File: src/rtl/lcd_cmd_sequencer.sv
// Write-only sequencer for an HD44780-type 16x2 LCD on an 8-bit bus: runs the
// fixed init sequence after power-on delay, then serves single-byte writes.
module lcd_cmd_sequencer #(
  parameter int unsigned T_SETUP = 2,
  parameter int unsigned T_PULSE = 12,
  parameter int unsigned T_SHORT = 2000,
  parameter int unsigned T_LONG  = 82000
) (
  input  logic       iCLK,
  input  logic       iRST,
  input  logic       iSTART,
  input  logic       iVALID,
  input  logic       iRS,
  input  logic [7:0] iDATA,
  output logic       oREADY,
  output logic       oINIT_DONE,
  output logic       oLCD_RS,
  output logic       oLCD_RW,
  output logic       oLCD_EN,
  output logic [7:0] oLCD_DATA
);

  localparam int unsigned T_MAX_A = (T_LONG > T_SHORT) ? T_LONG : T_SHORT;
  localparam int unsigned T_MAX_B = (T_SETUP > T_PULSE) ? T_SETUP : T_PULSE;
  localparam int unsigned T_MAX   = (T_MAX_A > T_MAX_B) ? T_MAX_A : T_MAX_B;
  localparam int unsigned TW      = $clog2(T_MAX + 1);

  typedef enum logic [2:0] {
    S_IDLE,
    S_SETUP,
    S_PULSE,
    S_WAIT,
    S_READY
  } state_t;

  state_t          state_q, state_d;
  logic [TW-1:0]   timer_q, timer_d;
  logic [1:0]      idx_q, idx_d;
  logic            done_q, done_d;
  logic            rs_q, rs_d;
  logic [7:0]      data_q, data_d;
  logic            en_q;
  logic            ready_q;
  logic            long_wait;

  function automatic logic [7:0] init_rom(input logic [1:0] idx);
    case (idx)
      2'd0:    init_rom = 8'h38;
      2'd1:    init_rom = 8'h0C;
      2'd2:    init_rom = 8'h01;
      default: init_rom = 8'h06;
    endcase
  endfunction

  // Clear and home need the long execution wait; everything else is short.
  assign long_wait = !rs_q && (data_q == 8'h01 || data_q == 8'h02);

  // The setup phase spans the latch cycle plus T_SETUP, hence a load of
  // T_SETUP rather than T_SETUP-1.
  always_comb begin
    // NOTE: every always_comb output gets a default first so no latch is inferred.
    state_d = state_q;
    timer_d = timer_q;
    idx_d   = idx_q;
    done_d  = done_q;
    rs_d    = rs_q;
    data_d  = data_q;
    case (state_q)
      S_IDLE: begin
        if (iSTART) begin
          idx_d   = 2'd0;
          rs_d    = 1'b0;
          data_d  = init_rom(2'd0);
          timer_d = TW'(T_SETUP);
          state_d = S_SETUP;
        end
      end
      S_SETUP: begin
        if (timer_q == '0) begin
          timer_d = TW'(T_PULSE - 1);
          state_d = S_PULSE;
        end else begin
          timer_d = timer_q - 1'b1;
        end
      end
      S_PULSE: begin
        if (timer_q == '0) begin
          timer_d = long_wait ? TW'(T_LONG - 1) : TW'(T_SHORT - 1);
          state_d = S_WAIT;
        end else begin
          timer_d = timer_q - 1'b1;
        end
      end
      S_WAIT: begin
        if (timer_q != '0) begin
          timer_d = timer_q - 1'b1;
        end else if (!done_q && idx_q != 2'd3) begin
          idx_d   = idx_q + 2'd1;
          rs_d    = 1'b0;
          data_d  = init_rom(idx_q + 2'd1);
          timer_d = TW'(T_SETUP);
          state_d = S_SETUP;
        end else begin
          done_d  = 1'b1;
          state_d = S_READY;
        end
      end
      S_READY: begin
        if (iVALID) begin
          rs_d    = iRS;
          data_d  = iDATA;
          timer_d = TW'(T_SETUP);
          state_d = S_SETUP;
        end
      end
      default: state_d = S_IDLE;
    endcase
  end

  // EN and READY are registered from the next state so the pins never glitch.
  always_ff @(posedge iCLK or posedge iRST) begin
    // NOTE: sequential state uses non-blocking assignments only.
    if (iRST) begin
      state_q <= S_IDLE;
      timer_q <= '0;
      idx_q   <= 2'd0;
      done_q  <= 1'b0;
      rs_q    <= 1'b0;
      data_q  <= 8'h00;
      en_q    <= 1'b0;
      ready_q <= 1'b0;
    end else begin
      state_q <= state_d;
      timer_q <= timer_d;
      idx_q   <= idx_d;
      done_q  <= done_d;
      rs_q    <= rs_d;
      data_q  <= data_d;
      en_q    <= (state_d == S_PULSE);
      ready_q <= (state_d == S_READY);
    end
  end

  assign oREADY     = ready_q;
  assign oINIT_DONE = done_q;
  assign oLCD_RS    = rs_q;
  assign oLCD_RW    = 1'b0;
  assign oLCD_EN    = en_q;
  assign oLCD_DATA  = data_q;

endmodule

File: config.mk
export PLATFORM = sky130hd
export DESIGN_NAME = lcd_cmd_sequencer
export DESIGN_NICKNAME = d
export VERILOG_FILES = /design/src/rtl/lcd_cmd_sequencer.sv
export SDC_FILE = /design/constraint.sdc
export NUM_CORES = 1
export LEC_CHECK = 0
export ABC_AREA = 1
export BUFFER_PORTS_ARGS = -buffer_cell sky130_fd_sc_hd__buf_4
export CORE_ASPECT_RATIO = 1.2
export CORE_MARGIN = 4
export CORE_UTILIZATION = 55
export DETAILED_ROUTE_END_ITERATION = 16
export MAX_ROUTING_LAYER = met4
export PLACE_DENSITY = 0.73
export SYNTH_ARGS = -nofsm -noshare
export SYNTH_HDL_FRONTEND = slang
export SYNTH_SLANG_ARGS = --single-unit
File: constraint.sdc
create_clock -name iCLK -period 2.2 [get_ports iCLK]
set_input_delay 0.66 -clock iCLK [delete_from_list [all_inputs] [get_ports iCLK]]
set_output_delay 0.66 -clock iCLK [all_outputs]
set_load 0.02 [all_outputs]
==> flow_summary.json, run 1 <==
{
  "cp_slowest_cell": "dfrtp_1",
  "p_leak_uw": 0.00148,
  "yosys.area.top_type_share_pct": 36.0,
  "synth.largest_area_cell": "dfrtp_1",
  "start_kind": "flop",
  "synth_nets": 349,
  "pre_cts_ws_ps": 324,
  "cp.buffers_inverters": 2,
  "finalHoldViolCount": 0,
  "syn-cell-area_um2": 2360,
  "synthCells": 330,
  "worst_slack_ps": 314,
  "arrival_ps": 2100,
  "coreArea_um2": 4040,
  "fin_util_pct": 66.0,
  "netlist_top_cells_area": "dfrtp_1 36%, nand2_1 17%, nor2_1 7.2%",
  "area_delta_synth_final_pct": 12.7,
  "yosysWarnings": 0,
  "grtUsageTotal_pct": 23.0,
  "ios": 26,
  "cts.clk_slew.worst_paths_ps": 70,
  "synth_xor_area_share_pct": 1.48,
  "synth_compound_area_share_pct": 7.79,
  "grt_pass1_vias": 2049,
  "slew_violations": 0,
  "start_util_pct": 58.5,
  "synth_seq_cells": 34,
  "cts_tree": "done",
  "rows": 25,
  "postRouteWirelength_mm": 5.15,
  "yosys.area_share.adder_pct": 3.18,
  "synth_top_flop_cell": "dfrtp_1",
  "tns_ps": 0,
  "power_density_nw_per_um2": 1230,
  "drive_above_1_share_pct": 20.6,
  "setup_violations": 0,
  "wire_per_inst_um": 12.5,
  "viasPerCell": 5.05,
  "critPathTopFamily": "simple AND/OR/NAND/NOR gates",
  "cts-buffers-inserted": 5,
  "drtAntennaViolNets": 0,
  "fin_crit_ps": 1890,
  "cts.sinks": 34,
  "synth_top_family_by_area": "simple AND/OR/NAND/NOR gates",
  "grt_overflow": 0,
  "drc": 0,
  "hp-class": "in2async",
  "vias": 2084,
  "ys_top_cells_by_count": "104 x nand2_1, 45 x nor2_1, 34 x dfrtp_1, 34 x inv_1, 22 x nand3_1",
  "port_buffers": 24,
  "crit_path_cell_trace": "inv_1 > ha_1 > nand3_1 > nor2_2 > nand3_2 > nand2_4 > inv_1 > o21ai_0",
  "num_antenna_cells": 0,
  "clkLatencyLatePin_ps": 290,
  "cts_hold_buf": 0,
  "post_cts_resized": 0,
  "htree_num_levels": 2,
  "fin_nets": 377,
  "finalWeightedCongestion": 0.893,
  "grt_first_pass_wirelength_mm": 9.16,
  "post_cts_buffers": 0,
  "firstDrtPassIters": 4,
  "cp.required_ps": 2410,
  "dieArea_um2": 5410,
  "max-clock-path-buffers": 2,
  "syn_area_per_cell_um2": 7.15,
  "critPathMaxStageDelay_ps": 390,
  "synth_edf_count": 0,
  "fillCellCount": 350,
  "total_power_uw": 3260,
  "fmax_ghz": 0.530,
  "yosysSeqAreaShare_pct": 36.0,
  "synth_most_common_cell": "nand2_1",
  "synthSimpleGateAreaFrac_pct": 42.7,
  "synthArstFlopShare_pct": 100,
  "maxCapViolCount": 0,
  "synthDistinctLibCells": 33,
  "die_x_um": 67.8,
  "hpwl_mm": 3.99,
  "endpoint_kind": "flop",
  "status": "completed",
  "min_period_over_period_pct": 85.7,
  "synth_mux_area_share_pct": 0,
  "drt_iter0_markers": 160,
  "grt_max_degree": 35,
  "cts_root_buffer": "clkbuf_8",
  "worstSetupPathType": "reg2reg",
  "crit_fanout": 12,
  "die_h_um": 79.8,
  "antenna_found_initial": 0,
  "ir_drop_mv": 0.757,
  "cp_common_cell": "inv_1",
  "fin_skew_ps": 9.18,
  "grt_setup_unrepaired": "no"
}
==> sequential cells by signal, summed over array words and instances (netlist names) <==
name        count
idx_q           2
oINIT_DONE      1
oLCD_DATA       8
oLCD_EN         1
oLCD_RS         1
oREADY          1
state_q         3
timer_q        17
==> stage by stage <==
| stage | cell area, um^2 | cells | hold slack [ps] |
|---|---|---|---|
| 2_1_floorplan | 2360 | 330 | 487 |
| 3_3_place_gp | 2570 | 405 | 509 |
| 3_5_place_dp | 2570 | 405 | 483 |
| 4_1_cts | 2660 | 413 | 480 |
| 5_1_grt | 2660 | 413 | 505 |
| 6_report | 2660 | 413 | 453 |
==> layer usage <==
metal  up-vias  track usage (%)  routed length, um
met2        32             39.9               2710
met1       962             26.6               2180
li1       1084                -                  -
met3         6             3.80                176
met4         0             7.75                 76
met5         -                -                  0
==> worst min-delay path: cells and delay by family <==
kind	cells	cell delay, ps
buffers and inverters	3	510
==> cells by family (layout without fill, tap and decap cells) <==
group           count (synthesis)  after routing
simple gates                  211            211
other cells                     1              1
flops                          34             34
xor+xnor                        4              4
buf+inv                        45             74
fa+ha+maj                       6              6
compound gates                 29             29
==> power breakdown <==
group / total, uW / internal (uW) / switching [uW] / leakage [uW]
combinational: 1730 / 603 / 1130 / 0.000990
clock: 491 / 253 / 239 / 0.0000482
sequential: 1040 / 823 / 218 / 0.000445
total: 3260 / 1680 / 1590 / 0.00148
==> layout make-up <==
class	instances	area, um^2	area share (%)
sequential	34	851	32.0
inverter	41	158	5.92
clock buffer	7	86.3	3.24
timing repair buffer	25	188	7.05
tap	54	67.6	2.54
clock inverter	1	5.00	0.188
multi-input combinational	251	1310	49.1
==> cells in the final DEF, fill, tap and decap left out, drive strengths merged <==
master    n
dfrtp    34
inv      40
conb      1
nand3    25
clkbuf    7
o21ai    19
clkinv    2
nand4     6
and2      1
nor2     56
xor2      4
buf      25
ha        6
a21oi     5
nand2   118
or2       1
a22oi     1
a22o      2
nand3b    1
nor3      3
o211ai    2
==> worst paths after layout <==
path	startpoint	to	slack (ps)	cells past startpoint
worst max-delay path	timer_q[0]	timer_q[0]	310	8
worst min-delay path	iRST	timer_q[5]	450	3
worst max register to register	timer_q[0]	timer_q[0]	310	8
worst min register to register	oINIT_DONE	oINIT_DONE	510	2
max in group asynchronous	iRST	oLCD_DATA[1]	1420	3
min in group iCLK	oINIT_DONE	oINIT_DONE	510	2
Note: power is estimated with default switching activity, not from simulation.
==> run 2: changes to the inputs <==
--- a/config.mk
+++ b/config.mk
@@ -9,10 +9,10 @@
 export BUFFER_PORTS_ARGS = -buffer_cell sky130_fd_sc_hd__buf_4
 export CORE_ASPECT_RATIO = 1.2
 export CORE_MARGIN = 4
-export CORE_UTILIZATION = 55
+export CORE_UTILIZATION = 59
 export DETAILED_ROUTE_END_ITERATION = 16
 export MAX_ROUTING_LAYER = met4
-export PLACE_DENSITY = 0.73
+export PLACE_DENSITY = 0.77
 export SYNTH_ARGS = -nofsm -noshare
 export SYNTH_HDL_FRONTEND = slang
 export SYNTH_SLANG_ARGS = --single-unit
==> flow_summary.json, run 2 (synthesis results as in run 1) <==
{
  "status": "completed",
  "num_antenna_cells": 0,
  "worstSetupPathType": "reg2reg",
  "viasPerCell": 5.18,
  "fin_skew_ps": 5.46,
  "top_register": "timer_q",
  "cts_tree": "done",
  "worst_slack_ps": 327,
  "htree_num_levels": 2,
  "endpoint_kind": "flop",
  "antenna_found_initial": 0,
  "use_met3_pct": 3.07,
  "reg2reg_from": "timer_q[0]",
  "power_density_nw_per_um2": 1220,
  "crit_fanout": 12,
  "grt_max_degree": 35,
  "grt_overflow": 0,
  "post_cts_resized": 0,
  "start_kind": "flop",
  "final_cell_area_um2": 2660,
  "cts_hold_buf": 0,
  "p_leak_uw": 0.00148,
  "hp-class": "in2async",
  "drive_above_1_share_pct": 20.6,
  "rows": 24,
  "fin_util_pct": 70.8,
  "fmax_ghz": 0.534,
  "fin_crit_ps": 1870,
  "finalHoldViolCount": 0,
  "die_h_um": 77.3,
  "port_buffers": 24,
  "finalWeightedCongestion": 0.872,
  "grtUsageTotal_pct": 23.4,
  "use_met1_pct": 28.5,
  "arrival_ps": 2070,
  "postRouteWirelength_mm": 5.13,
  "tns_ps": 0,
  "firstDrtPassIters": 4,
  "maxCapViolCount": 0,
  "setup_violations": 0,
  "area_delta_synth_final_pct": 12.6,
  "cts.sinks": 34,
  "largest_register_ffs": 17,
  "grt_first_pass_wirelength_mm": 9.13,
  "cts.clk_slew.worst_paths_ps": 70,
  "hpwl_mm": 4.05,
  "rrSetupSlack_ps": 330,
  "cts_root_buffer": "clkbuf_8",
  "grt_util_met2_pct": 39.8,
  "cp.required_ps": 2400,
  "dieArea_um2": 5080,
  "ff2ff_path_depth": 8,
  "hold-worst-slack_ps": 466,
  "fin_nets": 377,
  "slew_violations": 0,
  "drtAntennaViolNets": 0,
  "die_x_um": 65.7,
  "coreArea_um2": 3750,
  "ios": 26,
  "post_cts_buffers": 0,
  "drc": 0,
  "pre_cts_ws_ps": 353,
  "grt_setup_unrepaired": "no",
  "min_period_over_period_pct": 85.1,
  "post_dp_cell_area_um2": 2570,
  "clkLatencyLatePin_ps": 280,
  "vias": 2128,
  "top_usage_layer": "met2",
  "worstReg2RegEnd": "timer_q[3]",
  "max-clock-path-buffers": 2,
  "cts-buffers-inserted": 5,
  "start_util_pct": 62.9,
  "grt_pass1_vias": 2066,
  "final_cell_mix": "104 x nand2_1, 45 x nor2_1, 34 x inv_1, 34 x dfrtp_1, 25 x buf_4",
  "wire_per_inst_um": 12.5,
  "drt_iter0_markers": 100,
  "layout_commonest_cell": "nand2_1",
  "ir_drop_mv": 0.735
}
## run 2: metal layers
metal | vias up | share of wire, %
li1 | 1086 | -
met1 | 998 | 42
met2 | 40 | 54
met3 | 4 | 3.8
met4 | 0 | 0.84
met5 | - | 0
## run 2: worst max path at each step
stage,start,to,slack [ps],cells after the start
after CTS,timer_q[0],timer_q[0],320,8
final,timer_q[0],timer_q[3],330,8
after floorplan,timer_q[0],oLCD_DATA[6],660,10
after global routing,timer_q[0],timer_q[0],100,8
after detailed placement,timer_q[0],timer_q[0],350,8
after global placement,timer_q[0],timer_q[0],450,8
## run 2: where the power goes
part	switching [uW]	leakage (uW)	internal, uW
clock network	221	0.0000482	253
logic	1140	0.000990	602
registers	218	0.000445	823
## run 2: worst max-delay path, stage by stage (launching register included)
cell     delay, ps
dfrtp_1        390
inv_1          160
ha_1           190
nand3_1        110
nor2_2         170
nand3_2        250
nand2_4        240
inv_1          100
o21ai_0        170
## run 2: cell type report
class	count	area (um^2)
clock buffer	7	86.3
clock inverter	1	5.00
fill	364	1090
inverter	41	158
multi-input combinational	251	1310
sequential	34	851
tap	52	65.1
timing repair buffer	25	188
## run 2: per-stage QoR
stage	std cells	total power [uW]
after floorplan	330	2440
after global placement	403	2740
after detailed placement	403	2780
after CTS	411	3270
after global routing	411	3580
final	411	3250
